<file path="config.mk">
export PLATFORM = sky130hd
export DESIGN_NAME = serving_ram_arb
export DESIGN_NICKNAME = d
export VERILOG_FILES = /design/src/rtl/serving_pkg.sv /design/src/rtl/serving_rr_arb.sv /design/src/rtl/serving_ram_arb.sv
export SDC_FILE = /design/constraint.sdc
export NUM_CORES = 1
export LEC_CHECK = 0
export CORE_UTILIZATION = 30
export CTS_CLUSTER_DIAMETER = 150
export DETAILED_ROUTE_END_ITERATION = 8
export DONT_BUFFER_PORTS = 1
export GPL_ROUTABILITY_DRIVEN = 0
export MAX_ROUTING_LAYER = met4
export REMOVE_ABC_BUFFERS = 1
export SETUP_SLACK_MARGIN = 0.1
export SKIP_CTS_REPAIR_TIMING = 1
export SYNTH_ARGS = -nofsm -noshare
export SYNTH_HDL_FRONTEND = slang
export SYNTH_SLANG_ARGS = --single-unit
</file>
<file path="constraint.sdc">
create_clock -name i_clk -period 3.6 [get_ports i_clk]
set_clock_uncertainty 0.05 [all_clocks]
set_input_delay 1.08 -clock i_clk [delete_from_list [all_inputs] [get_ports i_clk]]
set_output_delay 1.08 -clock i_clk [all_outputs]
set_load 0.01 [all_outputs]
</file>
<file path="src/rtl/serving_pkg.sv">
// serving_pkg: types and helpers shared by the serving RAM arbiter.
// Holds the read-owner encoding and the flat per-channel bus slicing helper.
package serving_pkg;

    typedef enum logic [1:0] {
        OWN_NONE = 2'd0,
        OWN_CORE = 2'd1,
        OWN_EXT  = 2'd2
    } owner_e;

    localparam int MAX_NCH = 8;

    // Lowest bit of channel ch in a flat bus of width-bit fields.
    function automatic int chan_lo(input int ch, input int width);
        return ch * width;
    endfunction

endpackage

</file>
<file path="src/rtl/serving_rr_arb.sv">
// serving_rr_arb: combinational round-robin picker over NCH eligible hosts.
// Picks the first eligible channel at or after i_rr_ptr, modulo NCH.
module serving_rr_arb
    import serving_pkg::*;
#(
    parameter int NCH = 2,
    parameter int PW  = 1
) (
    input  logic [NCH-1:0] i_elig,
    input  logic [PW-1:0]  i_rr_ptr,
    output logic [NCH-1:0] o_gnt,
    output logic [PW-1:0]  o_gnt_idx
);

    localparam logic [PW:0] NCH_W = (PW + 1)'(NCH);

    logic [2*NCH-1:0] dbl;
    logic [NCH-1:0]   rot;
    logic [PW:0]      sum;

    // Rotate so bit 0 is the channel at rr_ptr; lowest set bit wins.
    always_comb begin
        dbl       = {i_elig, i_elig} >> i_rr_ptr;
        rot       = dbl[NCH-1:0];
        sum       = '0;
        o_gnt     = '0;
        o_gnt_idx = '0;
        for (int k = NCH - 1; k >= 0; k--) begin
            if (rot[k]) begin
                sum = (PW + 1)'(i_rr_ptr) + (PW + 1)'(k);
                if (sum >= NCH_W) begin
                    sum = sum - NCH_W;
                end
                o_gnt     = NCH'(1) << sum;
                o_gnt_idx = sum[PW-1:0];
            end
        end
    end

endmodule

</file>
<file path="src/rtl/serving_ram_arb.sv">
// serving_ram_arb: core-priority SRAM arbiter with round-robin host slots.
// Define SERVING_RAM_ARB_STARVE_EN to enable the host starvation guard (o_core_halt).
module serving_ram_arb
    import serving_pkg::*;
#(
    parameter int  DW       = 8,
    parameter int  DEPTH    = 1024,
    parameter int  NCH      = 2,
    parameter int  MAX_WAIT = 64,
    localparam int AW       = $clog2(DEPTH)
) (
    input  logic              i_clk,
    input  logic              i_rst,
    input  logic [AW-1:0]     i_core_waddr,
    input  logic [DW-1:0]     i_core_wdata,
    input  logic              i_core_wen,
    input  logic [AW-1:0]     i_core_raddr,
    input  logic              i_core_ren,
    output logic [DW-1:0]     o_core_rdata,
    input  logic [NCH-1:0]    i_ext_req,
    input  logic [NCH-1:0]    i_ext_we,
    input  logic [NCH*AW-1:0] i_ext_adr,
    input  logic [NCH*DW-1:0] i_ext_wdata,
    output logic [NCH-1:0]    o_ext_ack,
    output logic [DW-1:0]     o_ext_rdata,
    output logic [AW-1:0]     o_sram_waddr,
    output logic [DW-1:0]     o_sram_wdata,
    output logic              o_sram_wen,
    output logic [AW-1:0]     o_sram_raddr,
    output logic              o_sram_ren,
    input  logic [DW-1:0]     i_sram_rdata,
    output logic              o_core_halt
);

    localparam int            PW      = (NCH > 1) ? $clog2(NCH) : 1;
    localparam logic [PW-1:0] LAST_CH = PW'(NCH - 1);

    logic [NCH-1:0] elig;
    logic [NCH-1:0] gnt;
    logic [PW-1:0]  gnt_idx;
    logic           gnt_any;
    logic           gnt_we;
    logic [AW-1:0]  gnt_adr;
    logic [DW-1:0]  gnt_wdata;

    logic [PW-1:0]  rr_q, rr_d;
    logic [NCH-1:0] pend_q, pend_d;
    owner_e         own_q, own_d;

    // A host may only use the port the core leaves idle this cycle.
    always_comb begin
        elig = '0;
        for (int c = 0; c < NCH; c++) begin
            elig[c] = i_ext_req[c] & ~pend_q[c] &
                      (i_ext_we[c] ? ~i_core_wen : ~i_core_ren);
        end
    end

    serving_rr_arb #(
        .NCH (NCH),
        .PW  (PW)
    ) u_rr (
        .i_elig    (elig),
        .i_rr_ptr  (rr_q),
        .o_gnt     (gnt),
        .o_gnt_idx (gnt_idx)
    );

    always_comb begin
        gnt_any   = |gnt;
        gnt_we    = |(gnt & i_ext_we);
        gnt_adr   = '0;
        gnt_wdata = '0;
        for (int c = 0; c < NCH; c++) begin
            if (gnt[c]) begin
                gnt_adr   = i_ext_adr[chan_lo(c, AW) +: AW];
                gnt_wdata = i_ext_wdata[chan_lo(c, DW) +: DW];
            end
        end
    end

    always_comb begin
        o_sram_wen   = 1'b0;
        o_sram_waddr = '0;
        o_sram_wdata = '0;
        if (i_core_wen) begin
            o_sram_wen   = 1'b1;
            o_sram_waddr = i_core_waddr;
            o_sram_wdata = i_core_wdata;
        end else if (gnt_any && gnt_we) begin
            o_sram_wen   = 1'b1;
            o_sram_waddr = gnt_adr;
            o_sram_wdata = gnt_wdata;
        end
    end

    always_comb begin
        o_sram_ren   = 1'b0;
        o_sram_raddr = '0;
        if (i_core_ren) begin
            o_sram_ren   = 1'b1;
            o_sram_raddr = i_core_raddr;
        end else if (gnt_any && !gnt_we) begin
            o_sram_ren   = 1'b1;
            o_sram_raddr = gnt_adr;
        end
    end

    always_comb begin
        rr_d   = rr_q;
        pend_d = gnt;
        own_d  = OWN_NONE;
        if (gnt_any) begin
            rr_d = (gnt_idx == LAST_CH) ? '0 : gnt_idx + 1'b1;
        end
        if (i_core_ren) begin
            own_d = OWN_CORE;
        end else if (gnt_any && !gnt_we) begin
            own_d = OWN_EXT;
        end
    end

    always_ff @(posedge i_clk) begin
        if (i_rst) begin
            rr_q   <= '0;
            pend_q <= '0;
            own_q  <= OWN_NONE;
        end else begin
            rr_q   <= rr_d;
            pend_q <= pend_d;
            own_q  <= own_d;
        end
    end

    // The ack is the pending flag itself: it lives exactly one cycle.
    assign o_ext_ack    = pend_q;
    assign o_core_rdata = (own_q == OWN_CORE) ? i_sram_rdata : '0;
    assign o_ext_rdata  = (own_q == OWN_EXT) ? i_sram_rdata : '0;

`ifdef SERVING_RAM_ARB_STARVE_EN
    localparam int            CW   = $clog2(MAX_WAIT + 1);
    localparam logic [CW-1:0] CMAX = CW'(MAX_WAIT);

    logic [CW-1:0] cnt_q, cnt_d;
    logic          halt_q, halt_d;

    always_comb begin
        cnt_d = cnt_q;
        if (gnt_any) begin
            cnt_d = '0;
        end else if (|i_ext_req && cnt_q != CMAX) begin
            cnt_d = cnt_q + 1'b1;
        end
        halt_d = (cnt_d == CMAX);
    end

    always_ff @(posedge i_clk) begin
        if (i_rst) begin
            cnt_q  <= '0;
            halt_q <= 1'b0;
        end else begin
            cnt_q  <= cnt_d;
            halt_q <= halt_d;
        end
    end

    assign o_core_halt = halt_q;
`else
    // Without the guard the core is never stalled; MAX_WAIT has no effect.
    assign o_core_halt = (MAX_WAIT < 0);
`endif

endmodule
</file>
# ---- Word level (Yosys, flattened, before mapping)
# Cells that the tools add are included.
dict set report word_totals {
  reg_bits 5
}
dict set report op_classes {
  mux 29
  shift 3
  order_cmp 2
  eq_ne 2
  reduce_logical 6
  addsub 4
  bitwise_logic 9
}
# cell n
set op_table {}
lappend op_table {{two-way mux 10 bit} 6}
lappend op_table {{two-way mux 8 bit} 6}
lappend op_table {{two-way mux 2 bit} 7}
lappend op_table {{two-way mux 1 bit} 10}
lappend op_table {{OR reduction 2 bit} 3}
lappend op_table {{bitwise AND 1 bit} 4}
lappend op_table {{inverter 1 bit} 4}
lappend op_table {{left shift 1 x 2 -> 2 bit, first input constant} 2}
lappend op_table {{>> shifter 4 x 1 -> 2 bit} 1}
lappend op_table {{adder 1 x 1 -> 2 bit, second input constant} 1}
lappend op_table {{bitwise AND 2 bit} 1}
lappend op_table {{== test 2 x 1 -> 1 bit, second input constant} 1}
lappend op_table {{== test 2 bit, second input constant} 1}
lappend op_table {{>= comparator 1 x 2 -> 1 bit, second input constant} 1}
lappend op_table {{>= comparator 2 bit, second input constant} 1}
lappend op_table {{logical AND 1 bit} 2}
lappend op_table {{subtractor 1 x 2 -> 2 bit, second input constant} 1}
lappend op_table {{subtractor 2 bit, second input constant} 1}
lappend op_table {{adder 1 bit, second input constant} 1}
lappend op_table {{zero test 1 bit} 1}

# ---- Longest topological paths before layout
dict set report depth {
  word_depth 14
  depth_mapped 7
  depth_no_buf 4
}

# ---- By module
# From an unflattened synthesis, not the netlist that was laid out.
dict set report unflattened {
  hier_cells 136
  area_unflattened_um2 878.3
}
# mod n_inst area_each_um2 cells_each
set by_module_without_submodules {}
lappend by_module_without_submodules {serving_ram_arb 1 852.1 132}
lappend by_module_without_submodules {serving_rr_arb 1 26.3 4}

# ---- Worst setup path after synthesis
# OpenSTA, ideal clock, no wires.
dict set report synth_path {
  path_type {input port to output port}
  from {input i_ext_req[1]}
  to {output o_sram_waddr[1]}
  path_stages 5
  slack_ns 0.115
  arrival_time_ns 2.355
  cell_sequence {nor2b_1 a31oi_1 or3_1 clkbuf_2 o21ai_0}
}
dict set report synth_via {
  elab_chain_cells 10
}
# element line_no
set synth_lines {}
lappend synth_lines {{start, declared} serving_ram_arb.sv:20} ;# input logic [NCH-1:0] i_ext_req,
lappend synth_lines {{bitwise AND 1 bit (*) (2 in series)} serving_ram_arb.sv:54} ;# elig[c] = i_ext_req[c] & ~pend_q[c] &
lappend synth_lines {{>> shifter 4 x 1 -> 2 bit (*)} serving_rr_arb.sv:23} ;# dbl = {i_elig, i_elig} >> i_rr_ptr;
lappend synth_lines {{two-way mux 2 bit} serving_rr_arb.sv:29} ;# if (rot[k]) begin
lappend synth_lines {{two-way mux 2 bit (*)} serving_rr_arb.sv:29}
lappend synth_lines {{bitwise AND 2 bit} serving_ram_arb.sv:71} ;# gnt_we = |(gnt & i_ext_we);
lappend synth_lines {{OR reduction 2 bit} serving_ram_arb.sv:71}
lappend synth_lines {{logical AND 1 bit} serving_ram_arb.sv:90} ;# end else if (gnt_any && gnt_we) begin
lappend synth_lines {{two-way mux 10 bit (*)} serving_ram_arb.sv:90}
lappend synth_lines {{two-way mux 10 bit (*)} serving_ram_arb.sv:86} ;# if (i_core_wen) begin
lappend synth_lines {{end, declared} serving_ram_arb.sv:26} ;# output logic [AW-1:0] o_sram_waddr,
# Mark *: on every way between the ends. The rest lies on a longest branch, timed or not.

# ---- Worst setup path in the final report
dict set report layout_path {
  from {input i_ext_we[0]}
  to {output o_sram_wdata[4]}
}
dict set report layout_via {
  elab_chain_cells 10
}
# element line_no
set layout_lines {}
lappend layout_lines {{start, declared} serving_ram_arb.sv:21} ;# input logic [NCH-1:0] i_ext_we,
lappend layout_lines {{two-way mux 1 bit} serving_ram_arb.sv:55} ;# (i_ext_we[c] ? ~i_core_wen : ~i_core_ren);
lappend layout_lines {{bitwise AND 1 bit} serving_ram_arb.sv:54}
lappend layout_lines {{>> shifter 4 x 1 -> 2 bit} serving_rr_arb.sv:23}
lappend layout_lines {{two-way mux 2 bit (2 in series)} serving_rr_arb.sv:29}
lappend layout_lines {{bitwise AND 2 bit} serving_ram_arb.sv:71}
lappend layout_lines {{OR reduction 2 bit} serving_ram_arb.sv:71}
lappend layout_lines {{logical AND 1 bit} serving_ram_arb.sv:90}
lappend layout_lines {{two-way mux 8 bit (*)} serving_ram_arb.sv:90}
lappend layout_lines {{two-way mux 8 bit (*)} serving_ram_arb.sv:86}
lappend layout_lines {{end, declared} serving_ram_arb.sv:27} ;# output logic [DW-1:0] o_sram_wdata,
# Marked as above.

==> results.toml <==
[grt]
grt_pass1_vias = 1080
grt_pass1_wl_mm = 4.836
grt-ovfl-total = 0
track_usage_pct = 19.34
antenna_found_initial = 0
grt_max_degree = 23

[synthesis]
synthCells = 133
yosysSeqAreaShare_pct = 10.64
yosysUniqueCellTypes = 31
avgSynthCellArea_um2 = 7.074
yosysWarnings = 0
ys_ff_latch = 5
synth_area_um2 = 940.9

[die]
fp.dieArea_um2 = 3365
io_pins = 129
dieHeight_um = 58.01
row_count = 19
die_w_um = 58.01
initial_core_util_pct = 32.98
core-area_um2 = 2853

[clock_tree]
cts_buffers = 3
clock_latency_ns = 0.24
cts_max_level = 1
cts_sinks = 5
clock_path_buffers = 2
cts-root-buf = "clkbuf_4"
clk_pin_slew_ns = 0.04
cts_tree = "built"

[route]
first_iter_violations = 60
topRoutingLayerUsed = "met4"
wl_per_cell_um = 19.02
drc = 9
dr_wl_met2_mm = 1.922
drt-total-wl_mm = 3.557
avgViaCountPerCell = 6.075
via_count = 1136
drtAntennaViolNets = 0
wl_met3_um = 366
wl_met1_mm = 1.170
firstDrtPassIters = 8

[worst_setup_path]
crit_start = "i_ext_we[0]"
crit_path_start_kind = "input pin"
worstSetupEndpoint = "o_sram_wdata[4]"
worstReg2RegStart = "o_ext_ack[0]$_SDFF_PP0_"
critical_path_class = "input pin to output pin"
cp-end-kind = "output pin"
cp_data_arrival_time_ns = 2.33
worstPathRequired_ns = 2.47
crit_fanout = 13
reg2regPathDepth = 5
r2r_slack_ns = 2.06
r2r-end = "own_q[1]$_SDFF_PP0_"

[placed_design]
place_area_um2 = 1165
hpwl_mm = 2.850
placed_cells = 183
place_ws_ns = -0.02288
portBuffers = 0

[timing]
setup_viol = 0
fin_ws_ns = 0.1359
fmax_mhz = 288.7
finalCriticalPeriod_ns = 3.464
period_share_pct = 96.22
hold_viol = 0
rsz0062_at_grt = "true"
drv_slew = 0

[finish]
nets = 237
antenna_cells = 0
fillers = 294
instances_no_fill = 187
area_growth_pct = 34.44
design_area_um2 = 1265
layout_common_cells = "nand2_1, buf_4, a22oi_2, and2_1, o21ai_1"
drive_above_1_share_pct = 42.31
mostFrequentLayoutCell = "nand2_1"

[pwr]
ir_drop_mv = 0.08540
powerDensity_nw_per_um2 = 236.9
p_leak_nw = 0.5137
p_sw_share_pct = 38.72
power_frac_seq_pct = 21.1
internal_power_mw = 0.1836
p_comb_share_pct = 57.5
switchingPower_mw = 0.1161
clock_power_share_pct = 21.4

[job]
cap_violations = 0

[status]
violations = "DRC"
outcome = "complete, but fails checks"

[min_path]
hp-class = "register to register"
## routing by layer
| metal | vias to the layer above | global-route usage, % |
|---|---|---|
| li1 | 519 | - |
| met1 | 506 | 19.11 |
| met2 | 103 | 38.42 |
| met3 | 8 | 2.009 |
| met4 | 0 | 6.803 |
| met5 | - | - |
## final cells by class
type                            count  area (µm²)  area share (%)
Multi-Input combinational cell    117       840.8           66.47
Timing Repair Buffer               29       255.2           20.18
Sequential cell                     5       100.1           7.913
Tap cell                           31       38.79           3.066
Clock buffer                        4       26.28           2.077
Inverter                            1       3.754          0.2967
## state kept, by name, indices dropped and copies added (netlist names)
| signal | flops |
|---|---|
| o_ext_ack | 2 |
| own_q | 2 |
| rr_q | 1 |
## power groups by stage
stage / registers (mW) / clock network [mW] / logic, mW
after floorplan: 0.0628 / 0 / 0.0978
after global placement: 0.0635 / 0 / 0.158
after detailed placement: 0.0637 / 0 / 0.162
after CTS: 0.0627 / 0.0683 / 0.162
after global routing: 0.0635 / 0.0693 / 0.187
final: 0.0632 / 0.0642 / 0.172
## metrics by stage
stage                     power, mW  TNS (ns)  hold WS (ns)  util [%]
after CTS                    0.2932  -0.03030        0.5035     41.75
after global routing         0.3194         0        0.5499     44.34
final                        0.2997         0        0.5121     44.34
after global placement       0.2217         0        0.4848     40.83
after detailed placement     0.2256  -0.02288        0.4988     40.83
after floorplan              0.1606    -3.364        0.4547         -
## kinds of logic after synthesis
| family | synth area share (%) |
|---|---|
| other | 0.3986 |
| and+or+nand+nor | 33.11 |
| muxes | 2.659 |
| buffers and inverters | 7.844 |
| DFF | 10.64 |
| AOI/OAI and AO/OA | 45.35 |
## critical path, cell delays in order
cell and delay [ns]:
mux2_4 0.31, o311a_4 0.33, buf_12 0.16, buf_4 0.16, a22oi_2 0.19, o21ai_2 0.10
## cell usage after synthesis
master,number,area (µm²)
a21o_1,1,7.510
buf_2,1,5.000
a22oi_1,9,67.56
a22oi_4,1,21.27
o21ai_2,10,87.58
nor2_1,1,3.750
nor3_1,1,5.000
mux2i_2,1,13.76
a311oi_4,1,26.28
nor3b_1,1,7.510
a31oi_1,1,6.260
conb_1,1,3.750
or3_1,2,12.51
buf_6,3,33.78
clkbuf_2,1,5.000
clkbuf_1,3,11.26
and3_1,1,6.260
o21ai_0,19,95.09
a22oi_2,8,100.1
nand2b_1,1,6.260
nand2_1,31,116.4
nor4bb_1,1,10.01
nor2b_1,6,37.54
and2_1,16,100.1
buf_4,2,15.01
mux2_2,1,11.26
nor4_1,1,6.260
dfxtp_1,5,100.1
inv_1,1,3.750
a21oi_1,1,5.000
o311a_1,1,10.01
## how the worst min path moves through the flow
stage	end	cells after the start	slack, ns	start
after floorplan	rr_q$_SDFFE_PP0P_	2	0.45	rr_q$_SDFFE_PP0P_
after global placement	rr_q$_SDFFE_PP0P_	2	0.48	rr_q$_SDFFE_PP0P_
after detailed placement	rr_q$_SDFFE_PP0P_	2	0.50	rr_q$_SDFFE_PP0P_
after CTS	rr_q$_SDFFE_PP0P_	2	0.50	rr_q$_SDFFE_PP0P_
after global routing	rr_q$_SDFFE_PP0P_	2	0.55	rr_q$_SDFFE_PP0P_
final	rr_q$_SDFFE_PP0P_	2	0.51	rr_q$_SDFFE_PP0P_
Note: power is estimated with default switching activity, not from simulation.
